--- src/rtl/mem_ioctrl_pkg.sv ---
// Shared encodings and IO address map for the memory/IO controller.
// Pure constants/types; no latency or flow-control implications.
package mem_ioctrl_pkg;

    typedef enum logic [1:0] {
        ST_IDLE       = 2'd0,
        ST_RAM_STROBE = 2'd1,
        ST_RAM_WAIT   = 2'd2,
        ST_RESP       = 2'd3
    } state_t;

    localparam logic [31:0] IO_BASE     = 32'h8000_0000;
    localparam logic [3:0]  OFS_LED     = 4'h0;
    localparam logic [3:0]  OFS_CYCLE   = 4'h4;
    localparam logic [3:0]  OFS_SCRATCH = 4'h8;
    localparam logic [3:0]  OFS_STATUS  = 4'hC;

    // Caller passes addr[31:4]; the IO bank is one 16-byte window.
    function automatic logic is_io_addr(input logic [27:0] addr_hi);
        return addr_hi == IO_BASE[31:4];
    endfunction

endpackage

--- src/rtl/mem_ioctrl_if.sv ---
// Pulse-request memory port between the arbiter and the controller.
// One request pulse in, one mem_ack pulse out; no ready, so the master must wait for ack.
interface mem_ioctrl_if;
    logic        mem_read;
    logic        mem_write;
    logic [31:0] mem_addr;
    logic [31:0] mem_data_write;
    logic        mem_ack;
    logic [31:0] mem_data_read;

    modport master (
        output mem_read, mem_write, mem_addr, mem_data_write,
        input  mem_ack, mem_data_read
    );

    modport slave (
        input  mem_read, mem_write, mem_addr, mem_data_write,
        output mem_ack, mem_data_read
    );
endinterface

--- src/rtl/mem_ioctrl_regs.sv ---
// MMIO bank: LED, free-running CYCLE counter, SCRATCH and sticky STATUS error flag.
// Writes land on the strobe edge; read mux is combinational; never stalls.
module mem_ioctrl_regs
    import mem_ioctrl_pkg::*;
(
    input  logic        clk,
    input  logic        reset,
    input  logic        wr_en,
    input  logic [3:0]  ofs,
    input  logic [31:0] wdata,
    input  logic        err_set,
    output logic [31:0] rdata,
    output logic [7:0]  leds,
    output logic        err
);
    logic [31:0] cycle_cnt;
    logic [31:0] scratch;

    always_ff @(posedge clk or negedge reset) begin
        if (!reset) begin
            cycle_cnt <= '0;
            scratch   <= '0;
            leds      <= '0;
            err       <= 1'b0;
        end else begin
            cycle_cnt <= cycle_cnt + 32'd1;
            if (wr_en && ofs == OFS_LED)     leds    <= wdata[7:0];
            if (wr_en && ofs == OFS_SCRATCH) scratch <= wdata;
            // A new error in the same cycle as a clear must not be lost.
            if (err_set)                                       err <= 1'b1;
            else if (wr_en && ofs == OFS_STATUS && wdata[0])   err <= 1'b0;
        end
    end

    always_comb begin
        rdata = '0;
        case (ofs)
            OFS_LED:     rdata = {24'd0, leds};
            OFS_CYCLE:   rdata = cycle_cnt;
            OFS_SCRATCH: rdata = scratch;
            OFS_STATUS:  rdata = {31'd0, err};
            default:     rdata = '0;
        endcase
    end
endmodule

--- src/rtl/mem_ioctrl.sv ---
// Decodes pulse requests to SRAM or MMIO and sequences SRAM with WAIT_STATES extra cycles.
// Ack at T+1 for IO/unmapped, T+2+WAIT_STATES for SRAM; requests while busy are dropped and flag err.
module mem_ioctrl
    import mem_ioctrl_pkg::*;
#(
    parameter int ADDR_W      = 12,
    parameter int WAIT_STATES = 1
) (
    input  logic              clk,
    input  logic              reset,
    mem_ioctrl_if.slave       bus,
    output logic              sram_ce,
    output logic              sram_we,
    output logic [ADDR_W-1:0] sram_addr,
    output logic [31:0]       sram_wdata,
    input  logic [31:0]       sram_rdata,
    output logic [7:0]        leds,
    output logic              err
);
    localparam logic [3:0] WS = 4'(WAIT_STATES);

    state_t      state, state_nx;
    logic [3:0]  wait_cnt;
    logic        wr_q;
    logic        req, is_ram, is_io;
    logic        accept, ram_last, ack;
    logic        err_set, reg_wr;
    logic [31:0] reg_rdata, rdata_q;
    logic        unused_addr_lsb;

    assign req             = bus.mem_read | bus.mem_write;
    assign is_ram          = !bus.mem_addr[31] && (bus.mem_addr[30:ADDR_W+2] == '0);
    assign is_io           = is_io_addr(bus.mem_addr[31:4]);
    assign unused_addr_lsb = ^bus.mem_addr[1:0];
    assign bus.mem_ack     = ack;
    assign bus.mem_data_read = rdata_q;

    always_comb begin
        state_nx = state;
        accept   = 1'b0;
        ack      = 1'b0;
        sram_ce  = 1'b0;
        sram_we  = 1'b0;
        ram_last = 1'b0;
        case (state)
            ST_IDLE: begin
                if (req) begin
                    accept   = 1'b1;
                    state_nx = is_ram ? ST_RAM_STROBE : ST_RESP;
                end
            end
            ST_RAM_STROBE: begin
                sram_ce  = 1'b1;
                sram_we  = wr_q;
                ram_last = (WS == 4'd0);
                state_nx = (WS == 4'd0) ? ST_RESP : ST_RAM_WAIT;
            end
            ST_RAM_WAIT: begin
                if (wait_cnt == 4'd1) begin
                    ram_last = 1'b1;
                    state_nx = ST_RESP;
                end
            end
            ST_RESP: begin
                ack      = 1'b1;
                state_nx = ST_IDLE;
            end
            default: state_nx = ST_IDLE;
        endcase
        // Simultaneous read+write is accepted as a write but still reported.
        err_set = (req && state != ST_IDLE)
               || (accept && ((bus.mem_read && bus.mem_write) || (!is_ram && !is_io)));
        reg_wr  = accept && bus.mem_write && is_io;
    end

    always_ff @(posedge clk or negedge reset) begin
        if (!reset) state <= ST_IDLE;
        else        state <= state_nx;
    end

    always_ff @(posedge clk or negedge reset) begin
        if (!reset) begin
            wait_cnt   <= '0;
            wr_q       <= 1'b0;
            rdata_q    <= '0;
            sram_addr  <= '0;
            sram_wdata <= '0;
        end else begin
            if (state == ST_RAM_STROBE)    wait_cnt <= WS;
            else if (state == ST_RAM_WAIT) wait_cnt <= wait_cnt - 4'd1;

            if (accept) begin
                wr_q <= bus.mem_write;
                if (is_ram) begin
                    sram_addr  <= bus.mem_addr[ADDR_W+1:2];
                    sram_wdata <= bus.mem_data_write;
                end else if (!bus.mem_write) begin
                    rdata_q <= is_io ? reg_rdata : '0;
                end
            end

            if (ram_last && !wr_q) rdata_q <= sram_rdata;
        end
    end

    mem_ioctrl_regs u_regs (
        .clk     (clk),
        .reset   (reset),
        .wr_en   (reg_wr),
        .ofs     ({bus.mem_addr[3:2], 2'b00}),
        .wdata   (bus.mem_data_write),
        .err_set (err_set),
        .rdata   (reg_rdata),
        .leds    (leds),
        .err     (err)
    );
endmodule

--- src/flat_wrapper.sv ---
// flat-port wrapper written by rule: the top's interface ports become plain ports
module mem_ioctrl_flat import mem_ioctrl_pkg::*;
#(
    parameter int ADDR_W      = 12,
    parameter int WAIT_STATES = 1
)
  (clk, reset, sram_ce, sram_we, sram_addr, sram_wdata, sram_rdata, leds, err, bus_mem_read, bus_mem_write, bus_mem_addr, bus_mem_data_write, bus_mem_ack, bus_mem_data_read);
  mem_ioctrl_if bus_i ();
  input  logic clk;
  input  logic reset;
  output logic sram_ce;
  output logic sram_we;
  output logic [ADDR_W-1:0] sram_addr;
  output logic [31:0] sram_wdata;
  input  logic [31:0] sram_rdata;
  output logic [7:0] leds;
  output logic err;
  input wire logic [$bits(bus_i.mem_read)-1:0] bus_mem_read;
  input wire logic [$bits(bus_i.mem_write)-1:0] bus_mem_write;
  input wire logic [$bits(bus_i.mem_addr)-1:0] bus_mem_addr;
  input wire logic [$bits(bus_i.mem_data_write)-1:0] bus_mem_data_write;
  output wire logic [$bits(bus_i.mem_ack)-1:0] bus_mem_ack;
  output wire logic [$bits(bus_i.mem_data_read)-1:0] bus_mem_data_read;
  assign bus_i.mem_read = bus_mem_read;
  assign bus_i.mem_write = bus_mem_write;
  assign bus_i.mem_addr = bus_mem_addr;
  assign bus_i.mem_data_write = bus_mem_data_write;
  assign bus_mem_ack = bus_i.mem_ack;
  assign bus_mem_data_read = bus_i.mem_data_read;
  mem_ioctrl #(.ADDR_W(ADDR_W), .WAIT_STATES(WAIT_STATES)) u_core (.clk(clk), .reset(reset), .bus(bus_i), .sram_ce(sram_ce), .sram_we(sram_we), .sram_addr(sram_addr), .sram_wdata(sram_wdata), .sram_rdata(sram_rdata), .leds(leds), .err(err));
endmodule
--- config.mk ---
export PLATFORM = sky130hd
export DESIGN_NAME = mem_ioctrl_flat
export DESIGN_NICKNAME = d
export VERILOG_FILES = /design/src/rtl/mem_ioctrl_pkg.sv /design/src/rtl/mem_ioctrl_if.sv /design/src/rtl/mem_ioctrl_regs.sv /design/src/rtl/mem_ioctrl.sv /design/src/flat_wrapper.sv
export SDC_FILE = /design/constraint.sdc
export NUM_CORES = 1
export LEC_CHECK = 0
export CORE_UTILIZATION = 45
export DETAILED_ROUTE_END_ITERATION = 12
export HOLD_SLACK_MARGIN = 0.03
export PLACE_DENSITY_LB_ADDON = 0.08
export SYNTH_ARGS = -nofsm -noshare
export SYNTH_HDL_FRONTEND = slang
export SYNTH_SLANG_ARGS = --single-unit
--- constraint.sdc ---
create_clock -name clk -period 3.8 [get_ports clk]
set_input_delay 0.76 -clock clk [delete_from_list [all_inputs] [get_ports clk]]
set_output_delay 0.76 -clock clk [all_outputs]
set_load 0.02 [all_outputs]
==> results of run 1 <==
-- layer usage --
metal / share of wire, % / up-vias / global-route usage [%]
li1: - / 2343 / -
met1: 46 / 2593 / 29.30
met2: 48 / 138 / 35.74
met3: 4.2 / 18 / 4.241
met4: 1.4 / 0 / 7.958
met5: 0 / - / 0
-- cell families (layout without fill, tap and decap cells) --
family,count (synthesis),in the layout,synth area share [%]
buf+inv,39,242,2.714
fa+ha+maj,8,8,1.383
xor+xnor,30,30,3.630
compound gates,76,76,8.557
mux,125,125,21.97
simple gates,107,107,7.814
flops,156,156,53.93
-- where the power goes --
group | leakage [nW] | switching, mW | internal (mW)
combinational | 2.27 | 0.512 | 0.534
clock | 0.301 | 0.696 | 1.12
sequential | 2.14 | 0.0965 | 1.81
total | 4.71 | 1.30 | 3.47
-- sequential cells by signal (all words and copies together) (netlist names) --
name                      cells
u_core.wr_q                   1
u_core.sram_addr             12
u_core.u_regs.leds            8
u_core.wait_cnt               4
u_core.bus.mem_data_read     32
u_core.state                  2
u_core.u_regs.err             1
u_core.u_regs.cycle_cnt      32
u_core.sram_wdata            32
u_core.u_regs.scratch        32
-- layout by cell type, fill, tap and decap left out, types with 7 or more instances in the layout --
cell / netlist / layout
sky130_fd_sc_hd__xnor2_1: 17 / 17
sky130_fd_sc_hd__dfrtp_1: 156 / 156
sky130_fd_sc_hd__ha_1: 8 / 8
sky130_fd_sc_hd__clkdlybuf4s50_1: 0 / 184
sky130_fd_sc_hd__and3_1: 7 / 7
sky130_fd_sc_hd__nand2_1: 25 / 25
sky130_fd_sc_hd__mux2_4: 48 / 48
sky130_fd_sc_hd__nor3_1: 7 / 7
sky130_fd_sc_hd__clkbuf_16: 0 / 17
sky130_fd_sc_hd__o21ai_0: 9 / 9
sky130_fd_sc_hd__inv_1: 11 / 11
sky130_fd_sc_hd__nand3_1: 18 / 18
sky130_fd_sc_hd__mux2i_1: 7 / 7
sky130_fd_sc_hd__a22o_1: 57 / 57
sky130_fd_sc_hd__xor2_1: 13 / 13
sky130_fd_sc_hd__buf_4: 1 / 13
sky130_fd_sc_hd__mux2_2: 67 / 67
sky130_fd_sc_hd__nor2_1: 23 / 22
-- through the flow --
stage / area (um^2) / setup WS [ns] / utilization, % / instances
final: 9981 / 0.9807 / 64.70 / 955
after global routing: 9981 / 0.8974 / 64.70 / 955
after CTS: 9981 / 1.005 / 64.70 / 955
after detailed placement: 9348 / 0.5792 / 60.59 / 923
after global placement: 9348 / 0.5784 / 60.59 / 923
after floorplan: 7238 / 1.377 / - / 541
-- worst max path at each step --
stage                                                    to  cells past startpoint  slack, ns
final                     u_core.u_regs.leds[0]$_DFFE_PN0P_                      6       0.98
after detailed placement  u_core.u_regs.leds[4]$_DFFE_PN0P_                      6       0.58
after floorplan           u_core.u_regs.leds[0]$_DFFE_PN0P_                      6       1.38
after global routing      u_core.u_regs.leds[0]$_DFFE_PN0P_                      6       0.90
after global placement    u_core.u_regs.leds[3]$_DFFE_PN0P_                      6       0.58
after CTS                 u_core.u_regs.leds[0]$_DFFE_PN0P_                      6       1.00
-- layout make-up --
class	count	area, um^2
clock buffer	19	442.9
clock inverter	13	190.2
fill	1210	5446
inverter	11	41.29
multi-input combinational	346	3168
sequential	156	3904
tap	211	264.0
timing repair buffer	199	1971
-- worst reg2reg max path: stages (launching register included) --
cell and delay (ns):
sky130_fd_sc_hd__dfrtp_1 0.38, sky130_fd_sc_hd__inv_1 0.10, sky130_fd_sc_hd__ha_1 0.14, sky130_fd_sc_hd__nor3b_1 0.25
sky130_fd_sc_hd__and3b_2 0.85, sky130_fd_sc_hd__nor4_4 0.10, sky130_fd_sc_hd__buf_4 0.31, sky130_fd_sc_hd__a22o_1 0.26
sky130_fd_sc_hd__mux2_2 0.26
==> impl_summary.txt, run 1 <==
----------------------------------------------------
[Timing]
  Setup-violating endpoint count in the final report ... 0
  Pin slew with the least headroom to its limit ... 0.9039 ns
  Unrepaired setup endpoints after global routing ... false
  Timing-limited maximum frequency ... 0.3547 GHz
  Final hold viol count ... 0
  Total Negative Setup Slacks ... 0 ns
  Final Slew Violations ... 0
  Clock period minus worst slack ... 2.819 ns
  Clock skew ... 0.01019 ns
  Remaining max-slew budget at the tightest pin ... 39.74%
  Post-route clock period utilization ... 74.19%
  Final Hold Slack ... 0.2896 ns

[Route]
  Iteration count of the initial detailed-routing pass ... 4
  Number of remaining DRC errors ... 0
  Post-detailed-route via-to-cell ratio ... 5.332
  Routed Antenna Nets ... 0
  Final routed wirelength across all metal layers ... 17.16 mm
  Iteration-0 DRC Markers ... 204
  Routed wirelength normalized by instance count ... 17.97 um
  Count of vias placed by the detailed router ... 5,092

[Worst setup path]
  Slowest stage cell, crit path ... sky130_fd_sc_hd__or4b_1
  Critical Path Fanout Max ... 8
  Reg-to-Reg Start ... u_core.wait_cnt[1]$_DFFE_PN0P_
  Data arrival time of the worst path ... 3.12 ns
  FF-to-FF setup slack ... 1.04 ns
  CP Buf/Inv Count ... 1
  Cell-by-cell trace of the critical path ... clkdlybuf4s50_1 -> nor4_2 -> and3_2 -> nand3_4 -> or4b_1 -> mux2_4
  Worst Reg-to-Reg Cells ... 8
  CP peak stage delay ... 0.79 ns
  Worst Setup Start Kind ... primary input
  CP top delay family ... simple AND/OR/NAND/NOR gates
  Setup crit start ... bus_mem_addr[22]
  Crit end category ... register
  Critical register-to-register path endpoint ... u_core.bus.mem_data_read[29]$_DFFE_PN0P_
  Crit path kind ... primary input to register
  Data required time at the worst endpoint ... 4.10 ns

[Global routing]
  Global-route wire length before repair ... 27.90 mm
  Largest net degree at the start of global routing ... 64
  Total global routing track utilization ... 21.96%
  Number of global-route vias before repair ... 5,352
  Remaining global-route overflow ... 0
  Antenna violations before repair ... 0

[Clocking]
  Register clock-pin slew on the reported worst setup and hold paths ... 0.06 ns
  Count of instances resized after the clock tree is built ... 0
  Worst-Skew Late Latency ... 0.42 ns
  Post-CTS Hold Fix Bufs ... 0
  Bufs on Longest Clock Path ... 2
  Total clock buffers created by CTS ... 17
  Deepest level of the CTS H-tree ... 4
  TritonCTS clock tree ... yes
  Clock Tree Root ... sky130_fd_sc_hd__clkbuf_16
  Clock tree sinks ... 156
  Post-CTS Setup Repair Bufs ... 0

[Outcome]
  Outcome ... complete, no violations

[Synth]
  Post-synth EDFFs ... 0
  Share of the synthesized area in the top cell type ... 53.93%
  Synth Net Count ... 649
  Dominant cell by count in the synthesized netlist ... sky130_fd_sc_hd__dfrtp_1
  Average cell area after synthesis ... 13.38 um^2
  Post-synth top flop ... sky130_fd_sc_hd__dfrtp_1
  Synth top cells by count ... sky130_fd_sc_hd__dfrtp_1, sky130_fd_sc_hd__mux2_2, sky130_fd_sc_hd__a22o_1
  #FFs+latches synth ... 156
  Number of different library cells in the post-synthesis netlist ... 44
  Dominant cell type by area after synthesis ... sky130_fd_sc_hd__dfrtp_1
  Cell types with the largest area share after synthesis ... sky130_fd_sc_hd__dfrtp_1, sky130_fd_sc_hd__mux2_2, sky130_fd_sc_hd__mux2_4
  Syn Inst Count ... 541
  Seq/Total Area, Yosys ... 53.93%
  Post-synth design cell area ... 7238 um^2
  Yosys warning count ... 0
  Async set-reset flop share out of synthesis ... 100.0%

[Power]
  Maximum vdd ir drop ... 327.3 uV
  Static Leak ... 4.713 nW
  Power density normalized to cell area ... 478.5 nW/um^2
  Total power ... 4.776 mW

[Floorplan]
  I/O pin count ... 188
  Row count ... 45
  Die outline area ... 16,600 um^2
  Die Y ... 128.8 um
  Starting utilization of the core area ... 46.92%
  Width of the die ... 128.8 um
  Placeable core region ... 15,430 um^2

[Place]
  HPWL after detailed placement ... 11.84 mm
  Port Buffers ... 185
  Final weighted congestion of routability-driven global placement ... 0.8043

[Finish]
  Area grow syn2layout ... 37.89%
  Antenna cells ... 0
  Share of final-layout standard cells stronger than drive strength 1 ... 23.25%
  Final layout net count ... 839

[Flow run]
  Max-Cap Viols ... 0

[Hold path]
  Path type of the worst min-delay path ... primary input to async pin

----------------------------------------------------
(Power assumes the default switching activity.)
==> inputs of run 2 (changes only) <==
--- a/config.mk
+++ b/config.mk
@@ -5,7 +5,7 @@
 export SDC_FILE = /design/constraint.sdc
 export NUM_CORES = 1
 export LEC_CHECK = 0
-export CORE_UTILIZATION = 45
+export CORE_UTILIZATION = 44
 export DETAILED_ROUTE_END_ITERATION = 12
 export HOLD_SLACK_MARGIN = 0.03
 export PLACE_DENSITY_LB_ADDON = 0.08
==> constraint.sdc (replaced) <==
create_clock -name clk -period 2.5 [get_ports clk]
set_input_delay 0.5 -clock clk [delete_from_list [all_inputs] [get_ports clk]]
set_output_delay 0.5 -clock clk [all_outputs]
set_load 0.02 [all_outputs]
==> impl_summary.txt, run 2 (synthesis gave the netlist of run 1 again) <==
----------------------------------------------------
[Worst setup path]
  CP peak stage delay ... 0.44 ns (-0.35 ns)
  Crit path kind ... primary input to register
  Reg-to-Reg Start ... u_core.state[0]$_DFFE_PN0P_
  Crit end category ... register
  Setup crit start ... bus_mem_addr[18]
  Critical Path Fanout Max ... 17 (+9)
  Data required time at the worst endpoint ... 2.81 ns (-1.29 ns)
  Worst Setup Start Kind ... primary input
  FF-to-FF setup slack ... 0.38 ns (-0.66 ns)
  Critical register-to-register path endpoint ... u_core.u_regs.scratch[22]$_DFFE_PN0P_
  CP top delay family ... simple AND/OR/NAND/NOR gates
  Slowest stage cell, crit path ... sky130_fd_sc_hd__clkdlybuf4s50_1
  Cell-by-cell trace of the critical path ... clkdlybuf4s50_1 -> nor4_2 -> and3_2 -> nand3_4 -> buf_4 -> nor3_4 -> buf_12 -> mux2_2
  Data arrival time of the worst path ... 2.67 ns (-0.45 ns)
  CP Buf/Inv Count ... 3 (+2)
  Worst Reg-to-Reg Cells ... 7 (-1)

[Power]
  Power density normalized to cell area ... 703.8 nW/um^2 (+47%)
  Total power ... 7.170 mW (+50%)
  Static Leak ... 4.835 nW (+2.6%)
  Maximum vdd ir drop ... 492.1 uV (+50%)

[Timing]
  Worst setup margin ... 0.1416 ns (-0.8391 ns)
  Final Hold Slack ... 0.4736 ns (+0.1840 ns)
  Post-route clock period utilization ... 94.34%
  Timing-limited maximum frequency ... 0.4240 GHz
  Pin slew with the least headroom to its limit ... 0.7023 ns (-0.2016 ns)
  Remaining max-slew budget at the tightest pin ... 52.97% (+13 points)
  Unrepaired setup endpoints after global routing ... true
  Final Slew Violations ... 0 (unchanged)
  Setup-violating endpoint count in the final report ... 0 (unchanged)
  Clock period minus worst slack ... 2.358 ns
  Final hold viol count ... 0 (unchanged)
  Clock skew ... 0.007074 ns (-0.003113 ns)

[Clocking]
  Post-CTS Setup Repair Bufs ... 0 (unchanged)
  Register clock-pin slew on the reported worst setup and hold paths ... 0.06 ns (about the same)
  Bufs on Longest Clock Path ... 2 (unchanged)
  Deepest level of the CTS H-tree ... 4 (unchanged)
  Total clock buffers created by CTS ... 17 (unchanged)
  Worst-Skew Late Latency ... 0.42 ns (about the same)
  TritonCTS clock tree ... yes
  Clock Tree Root ... sky130_fd_sc_hd__clkbuf_16
  Clock tree sinks ... 156 (unchanged)

[Floorplan]
  Starting utilization of the core area ... 45.24% (-1.7 points)
  Placeable core region ... 16,000 um^2 (+3.7%)
  Row count ... 46 (+2.2%)
  I/O pin count ... 188 (unchanged)
  Die Y ... 130.3 um (+1.1%)
  Die outline area ... 16,970 um^2 (+2.2%)
  Width of the die ... 130.3 um (+1.1%)

[Route]
  Iteration-0 DRC Markers ... 213 (+4.4%)
  Routed wirelength normalized by instance count ... 18.49 um (+2.9%)
  Iteration count of the initial detailed-routing pass ... 4 (unchanged)
  Routed Antenna Nets ... 0 (unchanged)
  Final routed wirelength across all metal layers ... 18.08 mm (+5.4%)
  Number of remaining DRC errors ... 0 (unchanged)
  Post-detailed-route via-to-cell ratio ... 5.274 (-1.1%)
  Count of vias placed by the detailed router ... 5,158 (+1.3%)

[Finish]
  Count of fill cells added during filler insertion ... 1,249 (+3.2%)
  Final layout net count ... 856 (+2.0%)
  Area grow syn2layout ... 40.76%
  Most frequent cells in the layout ... sky130_fd_sc_hd__clkdlybuf4s50_1, sky130_fd_sc_hd__dfrtp_1, sky130_fd_sc_hd__mux2_2, sky130_fd_sc_hd__a22o_1, sky130_fd_sc_hd__mux2_4
  Leading cell type in the layout, fill and taps excluded ... sky130_fd_sc_hd__clkdlybuf4s50_1
  Share of final-layout standard cells stronger than drive strength 1 ... 25.10% (+1.8 points)

[Global routing]
  Global-route wire length before repair ... 28.48 mm (+2.1%)
  Number of global-route vias before repair ... 5,403 (+0.95%)
  Total global routing track utilization ... 22.26% (+0.30 points)
  Remaining global-route overflow ... 0 (unchanged)
  Antenna violations before repair ... 2 (+2)
  Largest net degree at the start of global routing ... 69 (+7.8%)

[Place]
  HPWL after detailed placement ... 12.72 mm (+7.5%)
  Port Buffers ... 185 (unchanged)
  Final weighted congestion of routability-driven global placement ... 0.7889 (-1.9%)
  Minimum setup slack after placement ... -0.3440 ns (-0.9232 ns)

[Flow run]
  Max-Cap Viols ... 0 (unchanged)

[Hold path]
  Number of stages on the worst hold path ... 1
  Beginning of the worst hold path ... u_core.u_regs.cycle_cnt[31]$_DFF_PN0_
  Path type of the worst min-delay path ... register to register
  Endpoint of the worst hold path ... u_core.u_regs.cycle_cnt[31]$_DFF_PN0_

[Outcome]
  Outcome ... complete, no violations

----------------------------------------------------
## run 2: repair_timing
item,in CTS,in global routing
hold endpoints to repair,21,0
cloned,0,0
setup endpoints to repair,1,9
hold buffers,1,0
resized for setup,1,2
## run 2: worst register-to-register path, cell delays in order (launching register included)
cell	delay [ns]
sky130_fd_sc_hd__dfrtp_1	0.42
sky130_fd_sc_hd__inv_1	0.13
sky130_fd_sc_hd__ha_1	0.31
sky130_fd_sc_hd__nand3_4	0.11
sky130_fd_sc_hd__buf_4	0.16
sky130_fd_sc_hd__nor3_4	0.30
sky130_fd_sc_hd__buf_12	0.22
sky130_fd_sc_hd__mux2_2	0.36
## run 2: worst max path at each step
stage / endpoint / slack [ns] / cells past startpoint
after floorplan: u_core.u_regs.leds[0]$_DFFE_PN0P_ / 0.34 / 6
after global placement: u_core.u_regs.scratch[3]$_DFFE_PN0P_ / -0.30 / 8
after detailed placement: u_core.u_regs.scratch[5]$_DFFE_PN0P_ / -0.34 / 8
after CTS: sram_we / 0.03 / 4
after global routing: u_core.u_regs.scratch[9]$_DFFE_PN0P_ / -0.02 / 8
final: u_core.u_regs.scratch[22]$_DFFE_PN0P_ / 0.14 / 8
## run 2: where the power goes
part / total (mW) / switching (mW) / internal, mW
Clock: 2.62 / 1.06 / 1.56
Combinational: 1.65 / 0.801 / 0.845
Sequential: 2.90 / 0.146 / 2.76
Total: 7.17 / 2.01 / 5.16
## run 2: area by class of cell
class | count | area, um^2 | share of cell area, %
Multi-Input combinational cell | 346 | 3174 | 31.16
Tap cell | 216 | 270.3 | 2.653
Inverter | 11 | 41.29 | 0.4053
Clock inverter | 12 | 135.1 | 1.326
Sequential cell | 156 | 3904 | 38.32
Clock buffer | 20 | 466.7 | 4.581
Timing Repair Buffer | 216 | 2195 | 21.54
Antenna cell | 1 | 2.502 | 0.02456
## run 2: stage by stage
step	area (um^2)	TNS (ns)	instances	util [%]
after global routing	10190	-0.03456	978	63.68
final	10190	0	978	63.68
after detailed placement	9565	-25.13	944	59.78
after floorplan	7238	0	541	-
after global placement	9565	-22.81	944	59.78
after CTS	10180	0	977	63.62
## run 2: routing by layer
| layer | part of all wire, % | track usage [%] | vias up |
|---|---|---|---|
| li1 | - | - | 2396 |
| met1 | 46 | 29.04 | 2586 |
| met2 | 48 | 36.67 | 150 |
| met3 | 4.7 | 4.264 | 24 |
| met4 | 1.7 | 8.550 | 2 |
| met5 | 0.061 | 0 | - |
